<file path="src/rtl/fetch_unit.sv">
// Instruction fetch stage: owns the PC, issues word-aligned imem requests with credit-based
// flow control, buffers responses in a small FIFO and honours redirects from branch resolution.
module fetch_unit #(
  parameter logic [31:0] RESET_PC = 32'h0000_0000,
  parameter int unsigned DEPTH    = 4
) (
  input  logic        clk,
  input  logic        rst_n,
  output logic        imem_req_valid,
  input  logic        imem_req_ready,
  output logic [31:0] imem_req_addr,
  input  logic        imem_rsp_valid,
  input  logic [31:0] imem_rsp_data,
  input  logic        redirect_valid,
  input  logic [31:0] redirect_pc,
  output logic        id_valid,
  input  logic        id_ready,
  output logic [31:0] id_pc,
  output logic [31:0] id_instr,
  output logic [6:0]  id_opcode,
  output logic [2:0]  id_func3,
  output logic [6:0]  id_func7
);
  localparam int unsigned PW  = (DEPTH > 1) ? $clog2(DEPTH) : 1;
  localparam int unsigned CW  = $clog2(DEPTH) + 1;
  localparam int unsigned CW1 = CW + 1;

  typedef enum logic [1:0] {S_RESET, S_RUN, S_DRAIN} state_e;

  state_e        state_q, state_d;
  logic [31:0]   fetch_pc_q, fetch_pc_d;
  logic [31:0]   rsp_pc_q, rsp_pc_d;
  logic [CW-1:0] outstanding_q, outstanding_d;
  logic [CW-1:0] discard_q, discard_d;
  logic [CW-1:0] occ_q, occ_d;
  logic [PW-1:0] rd_ptr_q, rd_ptr_d;
  logic [PW-1:0] wr_ptr_q, wr_ptr_d;
  logic [31:0]   pc_mem_q [DEPTH];
  logic [31:0]   pc_mem_d [DEPTH];
  logic [31:0]   instr_mem_q [DEPTH];
  logic [31:0]   instr_mem_d [DEPTH];

  logic          acc, rsp, push, pop;
  logic [CW1-1:0] credit;
  logic [31:0]   redirect_al;
  logic [31:0]   head_instr;

  assign redirect_al = {redirect_pc[31:2], 2'b00};

  // Output / handshake decode. The credit counts the popped slot as free so a full
  // buffer being drained this cycle can still request.
  always_comb begin
    head_instr     = instr_mem_q[rd_ptr_q];
    id_valid       = (occ_q != '0) && !redirect_valid;
    pop            = id_valid && id_ready;
    credit         = {1'b0, outstanding_q} + {1'b0, occ_q} - CW1'(pop);
    imem_req_valid = (state_q == S_RUN) && (credit < CW1'(DEPTH));
    imem_req_addr  = fetch_pc_q;
    acc            = imem_req_valid && imem_req_ready;
    rsp            = imem_rsp_valid && (outstanding_q != '0);
    push           = rsp && (state_q == S_RUN) && !redirect_valid;
    id_pc          = pc_mem_q[rd_ptr_q];
    id_instr       = head_instr;
    id_opcode      = head_instr[6:0];
    id_func3       = head_instr[14:12];
    id_func7       = head_instr[31:25];
  end

  always_comb begin
    outstanding_d = outstanding_q + CW'(acc) - CW'(rsp);
    fetch_pc_d    = fetch_pc_q;
    rsp_pc_d      = rsp_pc_q;
    rd_ptr_d      = rd_ptr_q + PW'(pop);
    wr_ptr_d      = wr_ptr_q + PW'(push);
    occ_d         = occ_q + CW'(push) - CW'(pop);
    pc_mem_d      = pc_mem_q;
    instr_mem_d   = instr_mem_q;
    if (acc) fetch_pc_d = fetch_pc_q + 32'd4;
    if (push) begin
      rsp_pc_d              = rsp_pc_q + 32'd4;
      pc_mem_d[wr_ptr_q]    = rsp_pc_q;
      instr_mem_d[wr_ptr_q] = imem_rsp_data;
    end
    if (redirect_valid) begin
      fetch_pc_d = redirect_al;
      rsp_pc_d   = redirect_al;
      rd_ptr_d   = '0;
      wr_ptr_d   = '0;
      occ_d      = '0;
    end
  end

  // Everything still outstanding after this edge belongs to the discarded stream.
  always_comb begin
    state_d   = state_q;
    discard_d = discard_q;
    case (state_q)
      S_RESET: state_d = S_RUN;
      S_RUN:   state_d = S_RUN;
      S_DRAIN: begin
        if (rsp) begin
          discard_d = discard_q - CW'(1);
          if (discard_d == '0) state_d = S_RUN;
        end
      end
      default: state_d = S_RESET;
    endcase
    if (redirect_valid) begin
      discard_d = outstanding_d;
      state_d   = (outstanding_d != '0) ? S_DRAIN : S_RUN;
    end
  end

  always_ff @(posedge clk or negedge rst_n) begin
    if (!rst_n) begin
      state_q       <= S_RESET;
      fetch_pc_q    <= RESET_PC;
      rsp_pc_q      <= RESET_PC;
      outstanding_q <= '0;
      discard_q     <= '0;
      occ_q         <= '0;
      rd_ptr_q      <= '0;
      wr_ptr_q      <= '0;
      for (int unsigned i = 0; i < DEPTH; i++) begin
        pc_mem_q[i]    <= '0;
        instr_mem_q[i] <= '0;
      end
    end else begin
      state_q       <= state_d;
      fetch_pc_q    <= fetch_pc_d;
      rsp_pc_q      <= rsp_pc_d;
      outstanding_q <= outstanding_d;
      discard_q     <= discard_d;
      occ_q         <= occ_d;
      rd_ptr_q      <= rd_ptr_d;
      wr_ptr_q      <= wr_ptr_d;
      pc_mem_q      <= pc_mem_d;
      instr_mem_q   <= instr_mem_d;
    end
  end
endmodule

</file>
<file path="config.mk">
export PLATFORM = sky130hd
export DESIGN_NAME = fetch_unit
export DESIGN_NICKNAME = d
export VERILOG_FILES = /design/src/rtl/fetch_unit.sv
export SDC_FILE = /design/constraint.sdc
export NUM_CORES = 1
export LEC_CHECK = 0
export CAP_MARGIN = 20
export CORE_ASPECT_RATIO = 0.8
export CORE_UTILIZATION = 56
export DETAILED_ROUTE_END_ITERATION = 8
export GPL_TIMING_DRIVEN = 0
export HOLD_SLACK_MARGIN = 0.15
export PLACE_DENSITY = 0.79
export SLEW_MARGIN = 0
export SYNTH_ARGS = -nofsm -noshare
export SYNTH_HDL_FRONTEND = slang
export SYNTH_SLANG_ARGS = --single-unit
export TNS_END_PERCENT = 20
</file>
<file path="constraint.sdc">
create_clock -name clk -period 5.6 [get_ports clk]
set_input_delay 1.68 -clock clk [delete_from_list [all_inputs] [get_ports clk]]
set_output_delay 1.68 -clock clk [all_outputs]
set_load 0.02 [all_outputs]
</file>
; After elaboration in Yosys (flattened, before gate mapping)
; Index checks and enable logic that the tools add are counted.
[word_totals]
elab_cells = 83
output_inout_bits = 115
regBits = 335
[op_classes]
n_eq_ne = 4
n_lt_le_gt_ge = 4
n_reduce_logical = 21
bitwise_logic = 2
addsub = 11
mux = 25
[op_table]
columns = op, n
row1 = 2-to-1 mux 32 bit, 9
row2 = bitwise mux 128 bit, 2
row3 = binary-select mux 32 bit (select 2 bit), 2
row4 = "adder 32 x 3 -> 32 bit, second input constant", 2
row5 = demux 32 bit (select 2 bit), 1
row6 = 2-to-1 mux 2 bit, 6
row7 = 2-to-1 mux 3 bit, 4
row8 = nonzero test 3 bit, 3
row9 = logical AND 1 bit, 8
row10 = nonzero test 2 bit, 4
row11 = adder 3 x 1 -> 3 bit, 2
row12 = "greater-or-equal comparator 3 bit, second input constant", 2
row13 = "!= test 3 bit, second input constant", 2
row14 = inverter 2 -> 3 bit, 2
row15 = subtractor 3 x 1 -> 3 bit, 2
row16 = adder 2 x 1 -> 2 bit, 2
row17 = adder 3 x 3 -> 4 bit, 1
row18 = "< comparator 4 x 3 -> 1 bit, second input constant", 1
row19 = one-hot mux 2 bit (2 select lines), 1
row20 = AND reduction 2 bit, 2
row21 = subtractor 4 x 1 -> 4 bit, 1
row22 = logical NOT 3 bit, 1
row23 = "< comparator 3 x 1 -> 1 bit, second input constant", 1
row24 = "subtractor 3 x 1 -> 3 bit, second input constant", 1
row25 = other kinds (5), 5

; Longest topological paths before layout
; Gate-level depths: netlist (run 1).
[logic_depth]
word_depth = 12
depth_mapped = 20
mapped_depth_nobuf = 19

; Worst setup path after synthesis (run 1)
; OpenSTA, ideal clock, no wires.
[synth_path]
path_type = input-to-output
start = input redirect_valid
end = output imem_req_valid
slack_ns = 0.146
cell_stages = 10
arrival_time_ns = 3.774
cell_sequence = clkbuf_1 nor2_1 and2_1 nand2b_1 ha_1 and4_1 nor3_1 mux2_2 inv_2 buf_2
[synth_between]
elab_chain_cells = 6
[synth_lines]
columns = element, line
row1 = from (decl), 14  ; input logic redirect_valid,
row2 = logical NOT 1 bit, 54  ; id_valid = (occ_q != '0) && !redirect_valid;
row3 = logical AND 1 bit, 54
row4 = via id_valid, 16  ; output logic id_valid,
row5 = logical AND 1 bit, 55  ; pop = id_valid && id_ready;
row6 = subtractor 4 x 1 -> 4 bit, 56  ; credit = {1'b0, outstanding_q} + {1'b0, occ_q} - CW1'(pop);
row7 = < comparator 4 x 3 -> 1 bit, 57  ; imem_req_valid = (state_q == S_RUN) && (credit < CW1'(DEPTH));
row8 = logical AND 1 bit, 57
row9 = to (decl), 9  ; output logic imem_req_valid,
; The timed path passes the listed nets, and every way through them passes these cells.

; Final worst setup path (run 1)
[layout_path]
start = input redirect_valid
end = output imem_req_valid
[layout_between]
elab_chain_cells = 6
[layout_lines]
columns = element, line
row1 = logical NOT 1 bit, 54
row2 = logical AND 1 bit, 54
row3 = logical AND 1 bit, 55
row4 = subtractor 4 x 1 -> 4 bit, 56
row5 = < comparator 4 x 3 -> 1 bit, 57
row6 = logical AND 1 bit, 57
; No other way between the ends.

==> results of run 1 <==
==> metrics by stage <==
stage                     util (%)  hold WS (ps)  power (mW)
final                        70.37         481.2       8.178
after global routing         70.37         503.9       8.569
after CTS                    70.32         482.1       8.236
after detailed placement     66.22         468.0       6.031
after global placement       66.00         457.0       5.939
after floorplan                  -         444.6       4.806
==> power by group <==
| group | internal [mW] | switching (mW) | total, mW |
|---|---|---|---|
| clock network | 1.28 | 0.883 | 2.16 |
| logic | 1.55 | 1.39 | 2.94 |
| registers | 2.78 | 0.295 | 3.07 |
| total | 5.61 | 2.57 | 8.18 |
==> how the worst min path moves through the flow <==
stage	endpoint	slack, ps	cells after the start
3_5_place_dp	pc_mem_q[50]	470	2
4_1_cts	pc_mem_q[50]	480	2
2_1_floorplan	pc_mem_q[45]	440	2
3_3_place_gp	pc_mem_q[17]	460	2
6_report	pc_mem_q[109]	480	2
5_1_grt	pc_mem_q[62]	500	2
==> synthesized netlist by cell type (2+ instances only) <==
library cell / count
fa_1: 2
a211oi_1: 10
buf_1: 4
a311oi_1: 12
nor3_2: 2
nor2_1: 49
nand2_1: 64
nand2b_1: 14
or4_4: 2
nor2b_1: 9
a21boi_1: 2
dfrtp_1: 323
o21a_1: 4
nor3_1: 25
nor4b_1: 7
buf_4: 21
or4_1: 4
a21boi_0: 3
inv_1: 24
or3_1: 5
and4_1: 11
and3_1: 12
nor3b_1: 4
a31oi_1: 8
ha_1: 13
nand3_1: 18
and2_1: 5
mux2_2: 223
o21ai_0: 34
a21oi_1: 20
xor2_1: 9
nor4_1: 2
o31ai_1: 5
o311a_1: 3
nand4_1: 14
buf_2: 43
clkbuf_1: 26
mux4_2: 62
xnor2_1: 29
mux2_1: 6
inv_2: 2
==> cells in the final DEF, fill, tap and decap left out, types with 6 or more instances in the layout <==
cell type / count
dfrtp_1: 323
mux2_2: 222
clkdlybuf4s50_1: 176
nand2_1: 64
mux4_2: 62
nor2_1: 48
buf_2: 42
o21ai_0: 34
clkbuf_1: 31
clkbuf_16: 31
xnor2_1: 29
nor3_1: 24
inv_1: 24
buf_4: 24
a21oi_1: 20
nand3_1: 18
nand2b_1: 14
nand4_1: 14
ha_1: 13
and3_1: 12
a311oi_1: 12
and4_1: 11
a211oi_1: 10
xor2_1: 9
nor2b_1: 9
a31oi_1: 8
nor4b_1: 7
mux2_1: 6
clkinv_2: 6
clkbuf_8: 6
==> cells by family (layout without fill, tap and decap cells) <==
group | count (synthesis) | after routing | share of synthesized area (%)
AND/OR/NAND/NOR | 256 | 256 | 9.007
flip-flops | 323 | 323 | 52.95
buffers and inverters | 121 | 358 | 3.893
adder cells (fa/ha/maj) | 15 | 15 | 1.328
AO/OA/AOI/OAI | 107 | 107 | 4.516
multiplexers | 292 | 292 | 26.10
XOR/XNOR | 38 | 38 | 2.180
other | 1 | 4 | 0.02456
==> state kept, by name (all words and copies together), names as in the netlist, 3 cells and up <==
name / count
discard_q: 3
imem_req_addr: 30
instr_mem_q: 128
occ_q: 3
outstanding_q: 3
pc_mem_q: 120
rsp_pc_q: 30
==> critical path, cell delays in order <==
cell	delay, ps
clkdlybuf4s50_1	440
buf_8	140
nor2_4	100
and2_4	170
nand2b_1	60
ha_1	280
and4_1	160
nor3_2	210
mux2_4	380
inv_8	70
buf_4	130
==> routing by layer <==
layer / GRT usage, % / vias up / wire length, um
li1: - / 4615 / -
met5: 0 / - / 0
met3: 4.174 / 62 / 2259
met4: 7.705 / 0 / 783
met1: 41.09 / 5333 / 17010
met2: 41.88 / 362 / 16920
==> cell type report <==
| type | instances | area, um2 |
|---|---|---|
| repair buffers | 182 | 1854 |
| fillers | 1838 | 7860 |
| well taps | 357 | 446.7 |
| plain buffers | 94 | 503.0 |
| clock buffers | 43 | 880.8 |
| inverters | 26 | 105.1 |
| clock inverters | 13 | 173.9 |
| flip-flops and latches | 323 | 8083 |
| multi-input cells | 712 | 6619 |
==> what timing repair did <==
| item | 4_1_cts | 5_1_grt |
|---|---|---|
| pin swaps | 0 | 1 |
| setup buffers | 1 | 1 |
| resized for setup | 16 | 2 |
| endpoints found under the setup margin | 3 | 1 |
==> impl_metrics.toml, run 1 <==
[floorplanning]
initial_core_util_pct = 57.55
fp.dieW_um = 186.6
core_mm2 = 0.02653
rows = 53
die_area_mm2 = 0.02793
io_pins = 185
die_h_um = 149.7

[timing]
worstMarginPinSlew_ps = 796.2
drv_slew = 0
period_needed_ps = 5505
clock_skew_ps = 13.03
fin_crit_sh_pct = 98.31
setup-violations-final = 0
rsz0062_at_grt = "no"
fin_ws_ps = 94.58
fmax_mhz = 181.6
slew_headroom_pct = 46.92
fin_tns_setup_ps = 0
finalHoldViolCount = 0

[setup_path]
worstSetupStartpointType = "input pin"
critPathRequiredTime_ps = 3920
cp-startpoint = "redirect_valid"
reg2reg_slack_ps = 1500
r2r_cells = 19
cp-end-kind = "primary output"
reg2reg_from = "occ_q[2]"
reg2reg_to = "state_q[0]"
worst_ep_arrival_time_ps = 3830
critPathMaxFanout = 5
crit_type = "input pin to primary output"
endpoint = "imem_req_valid"

[power_and_ir_drop]
irDropWorstVdd_v = 0.0003154
p_leak_nw = 8.283
power.density_mw_per_mm2 = 438.1

[clock_network]
cts_tree = "built"
root_buffer = "clkbuf_16"
clock_latency_ps = 560
clockBufferDepth = 3
htree_levels = 1
cts_sinks = 323
cts.clk_slew.worst_paths_ps = 60
cts_hold_buf = 0
cts_buffers = 31

[global_routing]
grt_pass1_wl_mm = 59.86
grt-ovfl-total = 0
antenna_found_initial = 0
grt_max_degree = 119
grt_usage_pct = 27.40
first_global_vias = 10800

[placed_design]
gp_congestion = 0.8726
placed_area_mm2 = 0.01757
io_buffers = 178
dp_hpwl_mm = 25.71
place_ws_ps = -1272
place_inst = 1693

[final_layout]
nets = 1455
drive_gt1_share_pct = 30.37
finalInstanceArea_mm2 = 0.01867
area_delta_synth_final_pct = 22.27
fin_cells = 1750
diodes = 0

[run]
max_cap_violations = 0

[routing]
drtPass1Iterations = 6
via_count = 10370
via_per_inst = 5.927
drc = 0
routed_wl_mm = 36.97
wl_per_cell_um = 21.13
first_iter_violations = 775
ant_nets = 0

[logic_synthesis]
ys_warn_count = 0
ys_types = 59
synth_area_leaders = "dfrtp_1 53%, mux2_2 16%, mux4_2 9.1%"
ys_seq_elements = 323
synthDominantCellAreaShare_pct = 52.95
synthArstFlopShare_pct = 100.0
synthCells = 1153
yosysTopAreaCell = "dfrtp_1"
synth-edff-count = 0
ys.flop_type = "dfrtp_1"
syn_avg_cell_area_um2 = 13.24
netlist_area_mm2 = 0.01527
ys_seq_area_share_pct = 52.95

[run_status]
outcome = "finished, final reports clean"

[min_path]
min_path_type = "register to register"
hp-start = "pc_mem_q[109]"
Note: power is estimated with default switching activity, not from simulation.
==> run 2, diff against run 1 <==
--- a/config.mk
+++ b/config.mk
@@ -6,12 +6,12 @@
 export NUM_CORES = 1
 export LEC_CHECK = 0
 export CAP_MARGIN = 20
-export CORE_ASPECT_RATIO = 0.8
 export CORE_UTILIZATION = 56
 export DETAILED_ROUTE_END_ITERATION = 8
 export GPL_TIMING_DRIVEN = 0
 export HOLD_SLACK_MARGIN = 0.15
 export PLACE_DENSITY = 0.79
+export SETUP_SLACK_MARGIN = 0.2
 export SLEW_MARGIN = 0
 export SYNTH_ARGS = -nofsm -noshare
 export SYNTH_HDL_FRONTEND = slang
==> run 2 against run 1 <==
First-iteration DRC count down 12%. Core utilization down 0.39 points. Critical endpoint unchanged. Largest cell class unchanged. Register-to-register slack worse by 40 ps. Combinational power about the same.
==> impl_metrics.toml, run 2 (synthesized netlist as in run 1, its figures left out) <==
[run_status]
outcome = "finished, final reports clean"

[setup_path]
r2r_cells = 20
path_cells = "clkdlybuf4s50_1, and2_4, nand2b_1, ha_1, and4_1, nor3_2, mux2_4, clkinv_4, buf_8, buf_6"
critPathMaxFanout = 2
crit_type = "input pin to primary output"
cpLargestDelayFamily = "buffers and inverters"
worstSetupStartpointType = "input pin"
reg2reg_to = "state_q[0]"
cp-end-kind = "primary output"
critPathRequiredTime_ps = 3920
crit_buf_inv = 4
reg2reg_from = "occ_q[2]"
worst_ep_arrival_time_ps = 3660
reg2reg_slack_ps = 1460
crit_path_top_delay_cell = "clkdlybuf4s50_1"
slowest_delay_ps = 480

[final_layout]
diodes = 0
layout_commonest_cell = "dfrtp_1"
utilization_pct = 69.98
nFillCells = 1835
top_register = "instr_mem_q"
largest_reg_flops = 128
nets = 1464
drive_gt1_share_pct = 31.05
final_cell_mix = "323 x dfrtp_1, 222 x mux2_2, 175 x clkdlybuf4s50_1"
area_delta_synth_final_pct = 23.19
reg_top3 = "instr_mem_q: 128 flops, pc_mem_q: 120 flops"
fin_cells = 1745

[global_routing]
grt_pass1_wl_mm = 58.66
antenna_found_initial = 0
grt_max_degree = 97
grt-ovfl-total = 0
grt_usage_pct = 26.76
first_global_vias = 10970

[clock_network]
cts_sinks = 323
clockBufferDepth = 3
clock_latency_ps = 520
htree_levels = 2
cts_hold_buf = 0
root_buffer = "clkbuf_16"
cts_buffers = 35
cts.clk_slew.worst_paths_ps = 60
cts_tree = "built"

[placed_design]
dp_hpwl_mm = 24.90
io_buffers = 178
gp_congestion = 0.9315
place_inst = 1678

[routing]
wl_per_cell_um = 20.57
routed_wl_mm = 35.89
via_per_inst = 5.938
drc = 0
via_count = 10360
drtPass1Iterations = 5
ant_nets = 0
first_iter_violations = 682

[min_path]
hold_path_end = "pc_mem_q[56]"
hp-start = "pc_mem_q[56]"
min_path_type = "register to register"
worstHoldPathCells = 2

[floorplanning]
core_mm2 = 0.02688
io_pins = 185
initial_core_util_pct = 56.80
fp.dieW_um = 167.1
die_area_mm2 = 0.02792
die_h_um = 167.1
rows = 60

[timing]
setup-violations-final = 0
drv_slew = 0
fmax_mhz = 187.4
slew_headroom_pct = 50.11
period_needed_ps = 5336
finalHoldViolCount = 0
rsz0062_at_grt = "no"
fin_crit_sh_pct = 95.29
clock_skew_ps = 23.40
holdWs_ps = 483.7
worstMarginPinSlew_ps = 748.4
fin_tns_setup_ps = 0

[run]
max_cap_violations = 0

[power_and_ir_drop]
finalPower_mw = 8.295
power.density_mw_per_mm2 = 441.1
p_leak_nw = 8.362
irDropWorstVdd_v = 0.0002161
## run 2: changes by cell type in the layout (fill, tap and decap cells not counted), sizes merged
cell and delta:
clkdlybuf4s50 -1, clkinvlp +1, clkbuf +7, buf +4
bufinv -3, clkinv +3, inv -1, clkdlybuf4s15 +1
## run 2: worst max path at each step
stage	from	depth (start not counted)	slack, ps	to
after detailed placement	redirect_valid	12	-1370	imem_req_valid
after floorplan	redirect_valid	10	240	imem_req_valid
after global routing	id_ready	10	200	imem_req_valid
after global placement	rst_n	1	-10850	imem_req_addr[28]
after CTS	id_ready	10	230	imem_req_valid
final	id_ready	10	260	imem_req_valid
## run 2: tightest hold or removal path: stages, from the launching register on
cell and delay [ps]:
dfrtp_1 340, nand2_1 50, o21ai_0 60
## run 2: area by class of cell
class / count / area [um2] / area share [%]
plain buffers: 95 / 516.7 / 2.748
clock buffers: 49 / 1030 / 5.475
clock inverters: 13 / 116.4 / 0.6187
inverters: 26 / 102.6 / 0.5455
multi-input cells: 712 / 6624 / 35.22
flip-flops and latches: 323 / 8083 / 42.98
well taps: 341 / 426.7 / 2.269
repair buffers: 186 / 1908 / 10.15
## run 2: power breakdown
group	total (mW)	leakage [nW]	switching (mW)	internal, mW
logic	2.96	3.60	1.39	1.57
registers	3.08	4.20	0.301	2.78
clock network	2.26	0.561	0.921	1.34
total	8.30	8.36	2.61	5.69
## run 2: per-layer routing
| metal | vias up | wire [um] | GRT usage [%] | share of wire [%] |
|---|---|---|---|---|
| met4 | 0 | 1029 | 9.219 | 2.9 |
| met1 | 5271 | 15450 | 36.68 | 43 |
| li1 | 4638 | - | - | - |
| met5 | - | 0 | 0 | 0 |
| met3 | 81 | 1985 | 4.089 | 5.5 |
| met2 | 371 | 17420 | 43.93 | 49 |
## run 2: repair_timing
action / in CTS / in global routing
gates resized for setup: 19 / 3
pin swaps: 3 / 2
buffers inserted: 5 / 0
endpoints found under the setup margin: 6 / 1
## run 2: metrics by stage
stage / instance area, um2 / setup WS [ps]
CTS: 18800 / 228.4
global placement: 17490 / -10850
detailed placement: 17580 / -1370
floorplan: 15280 / 245.0
global route: 18810 / 204.2
finish: 18810 / 263.9
